==> config.mk <==
export PLATFORM = sky130hd
export DESIGN_NAME = frame_addr_gen_flat
export DESIGN_NICKNAME = d
export VERILOG_FILES = /design/src/rtl/frame_addr_if.sv /design/src/rtl/frame_addr_gen.sv /design/src/flat_wrapper.sv
export SDC_FILE = /design/constraint.sdc
export NUM_CORES = 1
export LEC_CHECK = 0
export BUFFER_PORTS_ARGS = -buffer_cell sky130_fd_sc_hd__clkbuf_2
export CORE_AREA = 4 4 123 125
export DETAILED_ROUTE_END_ITERATION = 12
export DIE_AREA = 0 0 127 129
export HOLD_SLACK_MARGIN = 0.15
export PLACE_DENSITY = 0.64
export RECOVER_POWER = 25
export SKIP_LAST_GASP = 1
export SYNTH_ARGS = -nofsm -noshare
export SYNTH_HDL_FRONTEND = slang
export SYNTH_SLANG_ARGS = --single-unit
export TNS_END_PERCENT = 20
==> constraint.sdc <==
create_clock -name clk_in -period 7.75 [get_ports clk_in]
set_input_delay 1.1625 -clock clk_in [delete_from_list [all_inputs] [get_ports clk_in]]
set_output_delay 1.1625 -clock clk_in [all_outputs]
set_load 0.05 [all_outputs]
==> src/rtl/frame_addr_if.sv <==
// Raster-in / address-out bundle between the display timing source and frame_addr_gen.
// The master drives the raster and scale; the slave returns the address and aligned raster.
interface frame_addr_if;
    logic [1:0]  scale_in;
    logic [10:0] hcount_in;
    logic [9:0]  vcount_in;
    logic [16:0] addr_out;
    logic [10:0] hcount_out;
    logic [9:0]  vcount_out;
    logic [1:0]  scale_out;

    modport master (
        output scale_in, hcount_in, vcount_in,
        input  addr_out, hcount_out, vcount_out, scale_out
    );

    modport slave (
        input  scale_in, hcount_in, vcount_in,
        output addr_out, hcount_out, vcount_out, scale_out
    );
endinterface

==> src/rtl/frame_addr_gen.sv <==
// Display raster to camera frame-buffer address, with 1x / 2x / 8/3x upscaling done by
// per-line and per-frame step counters, plus raster/scale delay matching the BRAM read.
module frame_addr_gen #(
    parameter int FB_WIDTH     = 240,
    parameter int FB_HEIGHT    = 320,
    parameter int BRAM_LATENCY = 2
) (
    input  logic         clk_in,
    input  logic         rst_in,
    frame_addr_if.slave  fb
);
    localparam int DEPTH = 1 + BRAM_LATENCY;
    localparam int XW    = $clog2(FB_WIDTH);
    localparam int YW    = $clog2(FB_HEIGHT);
    localparam int AW    = 17;

    localparam logic [XW-1:0] X_MAX  = XW'(FB_WIDTH - 1);
    localparam logic [YW-1:0] Y_MAX  = YW'(FB_HEIGHT - 1);
    localparam logic [AW-1:0] Y_STEP = AW'(FB_WIDTH);

    function automatic logic [3:0] num_of(input logic [1:0] s);
        case (s)
            2'b01:   return 4'd1;
            2'b10:   return 4'd3;
            default: return 4'd1;
        endcase
    endfunction

    function automatic logic [3:0] den_of(input logic [1:0] s);
        case (s)
            2'b01:   return 4'd2;
            2'b10:   return 4'd8;
            default: return 4'd1;
        endcase
    endfunction

    // Returns {increment, new accumulator}; acc+num never exceeds 10, so 4 bits suffice.
    function automatic logic [4:0] dda_step(input logic [3:0] acc,
                                            input logic [3:0] num,
                                            input logic [3:0] den);
        logic [3:0] t;
        t = acc + num;
        if (t >= den) return {1'b1, t - den};
        else          return {1'b0, t};
    endfunction

    logic [1:0]    r_scale;
    logic [XW-1:0] r_x;
    logic [3:0]    r_xacc;
    logic [YW-1:0] r_y;
    logic [3:0]    r_yacc;
    logic [AW-1:0] r_ybase;
    logic [AW-1:0] r_addr;
    logic [10:0]   r_hcount_pipe [DEPTH];
    logic [9:0]    r_vcount_pipe [DEPTH];
    logic [1:0]    r_scale_pipe  [DEPTH];

    logic          w_start;
    logic [1:0]    w_scale;
    logic [1:0]    w_scale_clean;
    logic [3:0]    w_num;
    logic [3:0]    w_den;
    logic [4:0]    w_xstep;
    logic [4:0]    w_ystep;
    logic [XW-1:0] w_x;
    logic [3:0]    w_xacc;
    logic [YW-1:0] w_y;
    logic [3:0]    w_yacc;
    logic [AW-1:0] w_ybase;

    always_comb begin
        w_start       = (fb.hcount_in == 11'd0) && (fb.vcount_in == 10'd0);
        w_scale       = w_start ? fb.scale_in : r_scale;
        w_scale_clean = (w_scale == 2'b11) ? 2'b00 : w_scale;
        w_num         = num_of(w_scale);
        w_den         = den_of(w_scale);
        w_xstep       = dda_step(r_xacc, w_num, w_den);
        w_ystep       = dda_step(r_yacc, w_num, w_den);

        w_x     = r_x;
        w_xacc  = r_xacc;
        w_y     = r_y;
        w_yacc  = r_yacc;
        w_ybase = r_ybase;

        if (fb.hcount_in == 11'd0) begin
            w_x    = '0;
            w_xacc = '0;
            if (fb.vcount_in == 10'd0) begin
                w_y     = '0;
                w_yacc  = '0;
                w_ybase = '0;
            end else begin
                w_yacc = w_ystep[3:0];
                if (w_ystep[4] && (r_y < Y_MAX)) begin
                    w_y     = r_y + 1'b1;
                    w_ybase = r_ybase + Y_STEP;
                end
            end
        end else begin
            w_xacc = w_xstep[3:0];
            if (w_xstep[4] && (r_x < X_MAX)) w_x = r_x + 1'b1;
        end
    end

    // Stage 0: address register; raster/scale enter the BRAM-matching delay line.
    always_ff @(posedge clk_in) begin
        if (rst_in) begin
            r_scale <= '0;
            r_x     <= '0;
            r_xacc  <= '0;
            r_y     <= '0;
            r_yacc  <= '0;
            r_ybase <= '0;
            r_addr  <= '0;
            for (int i = 0; i < DEPTH; i++) begin
                r_hcount_pipe[i] <= '0;
                r_vcount_pipe[i] <= '0;
                r_scale_pipe[i]  <= '0;
            end
        end else begin
            r_scale <= w_scale;
            r_x     <= w_x;
            r_xacc  <= w_xacc;
            r_y     <= w_y;
            r_yacc  <= w_yacc;
            r_ybase <= w_ybase;
            r_addr  <= w_ybase + AW'(w_x);
            r_hcount_pipe[0] <= fb.hcount_in;
            r_vcount_pipe[0] <= fb.vcount_in;
            r_scale_pipe[0]  <= w_scale_clean;
            for (int i = 1; i < DEPTH; i++) begin
                r_hcount_pipe[i] <= r_hcount_pipe[i-1];
                r_vcount_pipe[i] <= r_vcount_pipe[i-1];
                r_scale_pipe[i]  <= r_scale_pipe[i-1];
            end
        end
    end

    assign fb.addr_out   = r_addr;
    assign fb.hcount_out = r_hcount_pipe[DEPTH-1];
    assign fb.vcount_out = r_vcount_pipe[DEPTH-1];
    assign fb.scale_out  = r_scale_pipe[DEPTH-1];
endmodule

==> src/flat_wrapper.sv <==
// flat-port wrapper written by rule: the top's interface ports become plain ports
module frame_addr_gen_flat 
#(
    parameter int FB_WIDTH     = 240,
    parameter int FB_HEIGHT    = 320,
    parameter int BRAM_LATENCY = 2
)
  (clk_in, rst_in, fb_scale_in, fb_hcount_in, fb_vcount_in, fb_addr_out, fb_hcount_out, fb_vcount_out, fb_scale_out);
  frame_addr_if fb_i ();
  input  logic clk_in;
  input  logic rst_in;
  input wire logic [$bits(fb_i.scale_in)-1:0] fb_scale_in;
  input wire logic [$bits(fb_i.hcount_in)-1:0] fb_hcount_in;
  input wire logic [$bits(fb_i.vcount_in)-1:0] fb_vcount_in;
  output wire logic [$bits(fb_i.addr_out)-1:0] fb_addr_out;
  output wire logic [$bits(fb_i.hcount_out)-1:0] fb_hcount_out;
  output wire logic [$bits(fb_i.vcount_out)-1:0] fb_vcount_out;
  output wire logic [$bits(fb_i.scale_out)-1:0] fb_scale_out;
  assign fb_i.scale_in = fb_scale_in;
  assign fb_i.hcount_in = fb_hcount_in;
  assign fb_i.vcount_in = fb_vcount_in;
  assign fb_addr_out = fb_i.addr_out;
  assign fb_hcount_out = fb_i.hcount_out;
  assign fb_vcount_out = fb_i.vcount_out;
  assign fb_scale_out = fb_i.scale_out;
  frame_addr_gen #(.FB_WIDTH(FB_WIDTH), .FB_HEIGHT(FB_HEIGHT), .BRAM_LATENCY(BRAM_LATENCY)) u_core (.clk_in(clk_in), .rst_in(rst_in), .fb(fb_i));
endmodule
==> qor.csv <==
stage,metric,value,unit
die,die_x,127,um
logic_synthesis,synth_area_leader_cell,dfxtp_1,
cells_and_area,final_cells,816,
logic_synthesis,synth.avg_cell_area,9.51,um^2
global_route,grt_usage,0.141,
route,vias,4026,
sta,finalSetupViolCount,0,
run_status,violations,"capacitance limit, slew limit",
route,wl_met1,4.75,mm
clock_tree,htreeDepth,4,
die,die_h,129,um
route,postRouteAntennaNets,0,
logic_synthesis,yosysWarnings,0,
route,wl,10.7,mm
logic_synthesis,synth_enable_flop_cells,0,
sta,finClkSkew,0.00991,ns
logic_synthesis,yosys-top-cells-area,"dfxtp_1, nor2b_1, ha_1",
die,pin_count,65,
hold_path,hold_path_end,u_core.r_hcount_pipe[0][12],
placed_design,dpl.hpwl,7.63,mm
route,post_drt_wl_per_cell,13.1,um
run_status,status,"complete, but fails checks",
clock_tree,cts.clk_slew.worst_paths,0.06,ns
route,drc,0,
worst_setup_path,r2r_cells,22,
cells_and_area,fin_nets,674,
sta,rsz0062_at_grt,no,
global_route,grt_first_pass_wirelength,18.5,mm
power_and_ir_drop,peakVddDrop,152,uV
placed_design,dpl.cell_count,784,
logic_synthesis,synth_nets,634,
clock_tree,cts_inserted_buffers,17,
logic_synthesis,synthCells,583,
global_route,grt_max_degree,102,
global_route,overflow,0,
logic_synthesis,synth_top_area_frac,0.469,
power_and_ir_drop,power_density,270,nW/um^2
die,fp.dieArea,16400,um^2
worst_setup_path,r2r_end,u_core.fb.addr_out[16],
hold_path,hold_class,register to register,
worst_setup_path,critPathArrivalTime,7.42,ns
logic_synthesis,synthFlopType,dfxtp_1,
sta,hold_violations,0,
worst_setup_path,worstPathRequired,8.05,ns
die,fp-row-count,43,
clock_tree,ctsRootBufferMaster,clkbuf_16,
clock_tree,cts_buffer_depth,2,
placed_design,io_buffers,64,
cells_and_area,areaGrowthSynthToFinish,16.4,%
sta,slew_headroom,-1.70,
worst_setup_path,critical_path_class,input port to register,
route,first_pass_iters,4,
sta,post-route-period-util,0.918,
power_and_ir_drop,power_leakage,2.67,nW
clock_tree,cts_setup_buffers,0,
logic_synthesis,syn_area,5540,um^2
die,start_util,0.399,
cells_and_area,diodes,0,
global_route,antenna_found_initial,0,
clock_tree,cts_resized,0,
worst_setup_path,start_kind,input port,
die,core-area,13900,um^2
cells_and_area,drive_above_1_share,0.178,
route,wl_met2,5.04,mm
logic_synthesis,ys_types,57,
route,highest_layer,met4,
route,dr_wl_met3,657,um
logic_synthesis,async_reset_ff_frac,0,
worst_setup_path,cp_common_cell,ha_1,
sta,drv_slew,102,
worst_setup_path,rr_startpoint,u_core.r_scale[1],
placed_design,place.gp.congestion,0.853,
worst_setup_path,cp_slowest_cell,or4_4,
route,drtIter0Drc,173,
worst_setup_path,cp_max_fo,7,
sta,post-route-min-period,7.11,ns
worst_setup_path,max_stage_delay,0.53,ns
sta,max_slew.worst_pin.slew,4.05,ns
flow_run,maxCapViolCount,1,
worst_setup_path,critPathCaptureType,register,
logic_synthesis,synth-seq-cells,130,
route,vias_per_cell,4.93,
clock_tree,clock_latency,0.42,ns
clock_tree,postCtsHoldBufs,0,
logic_synthesis,ys_seq_area_frac,0.469,
clock_tree,clock_sinks,130,
sta,fin_setup_tns,0,ns
clock_tree,cts_tree,yes,
sta,fmax,141,MHz
worst_setup_path,reg2reg_slack,2.56,ns
hold_path,worstHoldPathCells,1,
hold_path,min_from,u_core.r_hcount_pipe[0][1],
global_route,first_global_vias,4075,
cells_and_area,finalCoreUtilization,0.465,
[cell usage after synthesis (5+ instances only)]
library cell / count
mux2i_1: 6
nand2_1: 17
and2_1: 7
nor2b_1: 80
nand3_1: 7
nor3_1: 23
o21ai_0: 8
nand2b_1: 6
xor2_1: 22
nor4_1: 6
inv_1: 13
a21oi_1: 26
ha_1: 23
a22o_1: 5
clkbuf_1: 14
nand4_1: 11
xnor2_1: 12
nor2_1: 74
buf_4: 26
dfxtp_1: 130
[cell type report]
class	count	area, um^2
clock buffers	19	443
clock inverters	13	175
fillers	1294	7430
inverters	13	48.8
multi-input cells	393	2610
flip-flops and latches	130	2600
well taps	180	225
repair buffers	68	345
[logic make-up after synthesis]
| family | after synthesis | share of synthesized area |
|---|---|---|
| AO/OA/AOI/OAI | 68 | 0.0858 |
| multiplexers | 9 | 0.0176 |
| adder cells (fa/ha/maj) | 26 | 0.0627 |
| buffers and inverters | 60 | 0.0591 |
| flip-flops | 130 | 0.469 |
| XOR/XNOR | 34 | 0.0537 |
| AND/OR/NAND/NOR | 256 | 0.252 |
[through the flow]
stage / area, um^2 / setup slack (ns) / total power (W) / hold slack, ns
finish: 6450 / 0.637 / 0.00174 / 0.431
CTS: 6460 / 0.625 / 0.00176 / 0.434
global route: 6450 / 0.0898 / 0.00182 / 0.446
floorplan: 5540 / 0.681 / 0.000885 / 0.414
global placement: 5840 / 0.481 / 0.000924 / 0.415
detailed placement: 5840 / 0.203 / 0.000933 / 0.420
[flip-flops by register name (all words and copies together), names as in the netlist]
register	cells
u_core.r_vcount_pipe	30
u_core.r_x	8
u_core.r_hcount_pipe	33
u_core.r_y	9
u_core.r_xacc	4
u_core.r_scale	2
u_core.r_ybase	17
u_core.fb.addr_out	17
u_core.r_scale_pipe	6
u_core.r_yacc	4
[worst max path at each step]
stage	startpoint	endpoint	slack (ns)	cells after the start
floorplan	fb_vcount_in[5]	u_core.fb.addr_out[16]	0.68	27
global placement	fb_vcount_in[5]	u_core.fb.addr_out[16]	0.48	26
detailed placement	fb_vcount_in[5]	u_core.fb.addr_out[16]	0.20	26
CTS	fb_vcount_in[5]	u_core.fb.addr_out[16]	0.63	26
global route	fb_vcount_in[5]	u_core.fb.addr_out[16]	0.09	26
finish	fb_vcount_in[5]	u_core.fb.addr_out[16]	0.64	26
[metal layers]
metal | vias to the layer above | global-route usage
met5 | - | 0
met4 | 0 | 0.0650
met3 | 24 | 0.0502
met2 | 100 | 0.236
met1 | 1874 | 0.161
li1 | 2028 | -
[where the power goes]
part / internal (W) / total (W) / switching (W)
Combinational: 0.0000781 / 0.000201 / 0.000123
Sequential: 0.000701 / 0.000718 / 0.0000169
Clock: 0.000520 / 0.000822 / 0.000302
[cells in the final DEF, fill, tap and decap left out, drive strengths merged, types with 12 or more instances in the layout]
cell type / n
dfxtp: 130
clkbuf: 84
nor2b: 80
nor2: 74
a21oi: 26
nor3: 24
ha: 23
xor2: 22
nand2: 17
inv: 17
xnor2: 12
[critical path, delay by kind of cell]
family | cells | cell delay [ns]
fa+ha+maj | 5 | 1.67
simple gates | 8 | 1.71
buf+inv | 3 | 0.30
xor+xnor | 2 | 0.37
mux | 2 | 0.67
compound gates | 6 | 1.52
Note: power is estimated with default switching activity, not from simulation.
